## config.mk

```make
export PLATFORM = sky130hd
export DESIGN_NAME = product_accumulator
export DESIGN_NICKNAME = d
export VERILOG_FILES = /design/src/rtl/product_accumulator.sv
export SDC_FILE = /design/constraint.sdc
export NUM_CORES = 1
export LEC_CHECK = 0
export BUFFER_PORTS_ARGS = -buffer_cell sky130_fd_sc_hd__buf_2
export CORE_MARGIN = 5
export CORE_UTILIZATION = 52
export CTS_CLUSTER_DIAMETER = 50
export DETAILED_ROUTE_END_ITERATION = 12
export PLACE_DENSITY = 0.81
export SLEW_MARGIN = 20
export SYNTH_ARGS = -nofsm -noshare
export SYNTH_HDL_FRONTEND = slang
export SYNTH_SLANG_ARGS = --single-unit
export TNS_END_PERCENT = 30
```

## constraint.sdc

```tcl
create_clock -name clk -period 2.68 [get_ports clk]
set_input_delay 0.536 -clock clk [delete_from_list [all_inputs] [get_ports clk]]
set_output_delay 0.536 -clock clk [all_outputs]
set_load 0.01 [all_outputs]
```

## src/rtl/product_accumulator.sv

```systemverilog
// Sums a job of len unsigned products into acc_out; result is registered 1 cycle after the last product.
// Result is held in DONE until out_ready; products and start arriving outside their accepting state are dropped.
module product_accumulator #(
    parameter int WIDTH     = 4,
    parameter int ACC_WIDTH = 12,
    parameter int LEN_WIDTH = 5
) (
    input  logic                   clk,
    input  logic                   reset,
    input  logic                   start,
    input  logic [LEN_WIDTH-1:0]   len,
    input  logic                   p_valid,
    input  logic [2*WIDTH-1:0]     p,
    output logic [ACC_WIDTH-1:0]   acc_out,
    output logic                   out_valid,
    input  logic                   out_ready,
    output logic                   busy,
    output logic                   overflow
);

    typedef enum logic [1:0] {IDLE, ACCUM, DONE} state_t;

    state_t                state;
    state_t                next_state;
    logic [LEN_WIDTH-1:0]  count;
    logic [LEN_WIDTH-1:0]  count_next;
    logic [ACC_WIDTH-1:0]  acc_next;
    logic                  ovf_next;
    logic                  out_valid_next;
    logic                  busy_next;
    logic [ACC_WIDTH:0]    p_ext;
    logic [ACC_WIDTH:0]    sum;

    // One extra bit on the adder captures the carry that drives the sticky overflow.
    assign p_ext = {{(ACC_WIDTH+1-2*WIDTH){1'b0}}, p};
    assign sum   = {1'b0, acc_out} + p_ext;

    always_ff @(posedge clk or posedge reset) begin
        if (reset) begin
            state     <= IDLE;
            out_valid <= 1'b0;
            busy      <= 1'b0;
        end else begin
            state     <= next_state;
            out_valid <= out_valid_next;
            busy      <= busy_next;
        end
    end

    always_comb begin
        next_state = state;
        case (state)
            IDLE: begin
                if (start) begin
                    next_state = (len == '0) ? DONE : ACCUM;
                end
            end
            ACCUM: begin
                if (p_valid && count == LEN_WIDTH'(1)) begin
                    next_state = DONE;
                end
            end
            DONE: begin
                if (out_ready) begin
                    next_state = IDLE;
                end
            end
            default: next_state = IDLE;
        endcase
    end

    // Status flags are derived from the upcoming state so they leave the flops glitch-free.
    always_comb begin
        out_valid_next = (next_state == DONE);
        busy_next      = (next_state != IDLE);
    end

    always_comb begin
        acc_next   = acc_out;
        ovf_next   = overflow;
        count_next = count;
        case (state)
            IDLE: begin
                if (start) begin
                    acc_next   = '0;
                    ovf_next   = 1'b0;
                    count_next = len;
                end
            end
            ACCUM: begin
                if (p_valid) begin
                    acc_next   = sum[ACC_WIDTH-1:0];
                    ovf_next   = overflow | sum[ACC_WIDTH];
                    count_next = count - LEN_WIDTH'(1);
                end
            end
            default: ;
        endcase
    end

    always_ff @(posedge clk or posedge reset) begin
        if (reset) begin
            acc_out  <= '0;
            overflow <= 1'b0;
            count    <= '0;
        end else begin
            acc_out  <= acc_next;
            overflow <= ovf_next;
            count    <= count_next;
        end
    end

endmodule

```

==> qor.yml <==
vias: 1200
cts_tree: "done"
gr-total-overflow: 0
finalHoldViolations: 0
syn_inst: 139
synthesis.nets: 168
seqPwrFrac_pct: 35.0
grt_pass1_vias: 1172
avgRoutedWirePerCell_um: 15.3
drc: 0
coreArea_um2: 2500
slew_headroom_pct: 43.9
ir_drop_mv: 0.637
dp_hpwl_um: 2440
ctsHoldBuffers: 0
p_clk_share_pct: 11.6
seqCellArea_um2: 551
fin_crit_ns: 2.21
grt_max_degree: 23
track_usage_pct: 19.2
p_switching_uw: 704
drv_cap: 0
root_buffer: "clkbuf_4"
status: "complete, no violations"
gp_congestion: 0.829
crit_arrival_ns: 2.41
initial_core_util_pct: 54.4
postRouteWirelength_um: 3090
cts-resized-gates: 0
slowest_delay_ns: 0.44
switching_share_pct: 43.3
synth_async_sr_flop_share_pct: 100
synth_area_per_cell_um2: 9.78
cts.clk_slew.worst_paths_ns: 0.13
drt-initial-drc-count: 43
worst_path_max_delay_cell: "fa_1"
leakage_uw: 0.000781
synth_ff_type: "dfrtp_1"
worstReg2RegEnd: "acc_out[6]"
crit_required_ns: 2.88
r2r_slack_ns: 0.47
fin_crit_sh_pct: 82.3
drv_slew: 0
finalNetCount: 202
post_cts_buffers: 0
die-area_um2: 3740
die_y_um: 61.1
end_kind: "register"
h-tree-depth: 1
port_buffers: 32
setup_ws_ns: 0.474
rsz0062_at_grt: "false"
chipWidth_um: 61.1
r2r_start: "acc_out[0]"
place_ws_ns: 0.252
multi_input_area_um2: 776
firstDrtPassIters: 4
clk_latency_ns: 0.31
grt_pass1_wl_um: 5290
drive_gt1_share_pct: 26.2
p_int_uw: 922
yosys.cell_types.count: 44
setup_violations: 0
ys_seq_area_share_pct: 40.5
hold_path.class: "in2async"
cp_max_fo: 3
postRouteAntennaNets: 0
critical_path_class: "reg2reg"
start_kind: "register"
max_freq_mhz: 453
fin_area_um2: 1580
cts_buffers: 3
n_fill_cell: 216
synthesis.area_um2: 1360
worst_slew_pin_slew_ns: 0.841
ys_seq_elements: 22
antenna_found_initial: 0
clock_sinks: 22
tns_ns: 0
vias_per_cell: 5.94
n_antenna_cell: 0
area_delta_synth_final_pct: 15.9
skew_ns: 0.00116
synth_edf_count: 0
combPwrFrac_pct: 53.4
ys.warnings.count: 0
placed_cell_area_um2: 1540
rows: 18
clockBufferDepth: 2
r2r_cells: 7
p_per_area_nw_per_um2: 1030
cp_cell_sequence: "ha_1, fa_1, a211oi_1, o21bai_1, a21oi_1, xor2_1, o21ai_0"
top_level_ports: 33
-- worst max-delay path, delay by kind of cell, from the launching register on --
| kind | cells | cell delay [ns] |
|---|---|---|
| XOR/XNOR | 1 | 0.17 |
| adder cells (fa/ha/maj) | 2 | 0.68 |
| flip-flops | 1 | 0.42 |
| AO/OA/AOI/OAI | 4 | 0.83 |
-- sequential cells by signal (all words and copies together), names as in the netlist --
signal,count
busy,1
out_valid,1
overflow,1
state,2
acc_out,12
count,5
-- logic make-up after synthesis --
group | share of synthesized area, %
buffers and inverters | 2.39
and+or+nand+nor | 17.9
adders and majority gates | 10.7
AOI/OAI and AO/OA | 23.1
muxes | 2.21
DFF | 40.5
xor gates and xnor gates | 3.22
-- routing by layer --
metal | share of wire (%) | track usage, % | vias to the layer above
met5 | 0 | 0 | -
met4 | 1.5 | 8.05 | 0
met3 | 5.1 | 3.77 | 6
met2 | 52 | 32.8 | 35
met1 | 41 | 23.7 | 585
li1 | - | - | 574
-- through the flow --
| stage | hold slack (ns) | utilization, % | power [µW] | std cells |
|---|---|---|---|---|
| after global placement | 0.483 | 61.6 | 1400 | 198 |
| after detailed placement | 0.484 | 61.6 | 1440 | 198 |
| final | 0.368 | 63.0 | 1630 | 202 |
| after floorplan | 0.502 | - | 1200 | 139 |
| after global routing | 0.438 | 63.0 | 1780 | 202 |
| after CTS | 0.395 | 63.0 | 1630 | 202 |
-- placed cells by master (no fill, tap or decap), types with 2 or more instances in the layout --
| cell | netlist | layout |
|---|---|---|
| and3_1 | 2 | 2 |
| o21ai_0 | 14 | 14 |
| clkbuf_4 | 0 | 3 |
| mux2i_1 | 3 | 3 |
| o21bai_1 | 2 | 2 |
| o211ai_1 | 3 | 3 |
| xor2_1 | 4 | 4 |
| and2_1 | 2 | 2 |
| inv_1 | 4 | 4 |
| nor3_1 | 2 | 2 |
| a21o_1 | 3 | 3 |
| nor2_1 | 11 | 11 |
| ha_1 | 10 | 10 |
| a21oi_1 | 4 | 4 |
| a22o_1 | 2 | 2 |
| nand2_1 | 15 | 15 |
| dfrtp_1 | 22 | 22 |
| buf_2 | 2 | 32 |
| a221o_1 | 3 | 3 |
| a211oi_1 | 3 | 3 |
| nand3_1 | 4 | 4 |
-- power by group through the flow --
stage | clock, µW | combinational [µW] | sequential (µW)
2_1_floorplan | 0 | 612 | 591
3_3_place_gp | 0 | 830 | 565
3_5_place_dp | 0 | 865 | 574
4_1_cts | 193 | 872 | 567
5_1_grt | 209 | 985 | 590
6_report | 189 | 868 | 568
-- worst max path at each step --
stage / from / end / slack, ns
CTS: acc_out[0] / acc_out[6] / 0.49
floorplan: p[0] / acc_out[6] / 0.59
global placement: p[0] / acc_out[8] / 0.38
finish: acc_out[0] / acc_out[6] / 0.47
detailed placement: p[0] / acc_out[6] / 0.25
global route: acc_out[0] / acc_out[6] / 0.25
-- area by class of cell --
class	instances	area share (%)
Multi-Input combinational cell	110	49.2
Sequential cell	22	34.9
Timing Repair Buffer	32	10.2
Tap cell	30	2.38
Clock buffer	4	2.30
Inverter	4	0.953
-- Yosys cell counts, drive strengths merged (2+ instances only) --
cell type / number / share of area (%)
and2: 2 / 0.92
nand2: 15 / 4.1
o21ai: 15 / 5.5
ha: 10 / 9.2
a221o: 3 / 2.2
dfrtp: 22 / 41
a21o: 3 / 1.7
xor2: 4 / 2.6
a21oi: 5 / 2.1
or3: 2 / 1.3
nor3: 3 / 1.5
mux2i: 3 / 2.2
a22o: 2 / 1.3
o21bai: 2 / 1.1
buf: 3 / 1.3
a31oi: 2 / 1.4
nor2: 12 / 3.5
and3: 2 / 0.92
o211ai: 3 / 1.7
nand3: 4 / 1.5
a211oi: 4 / 2.6
o22ai: 2 / 1.4
inv: 4 / 1.1
(Power assumes the default switching activity.)
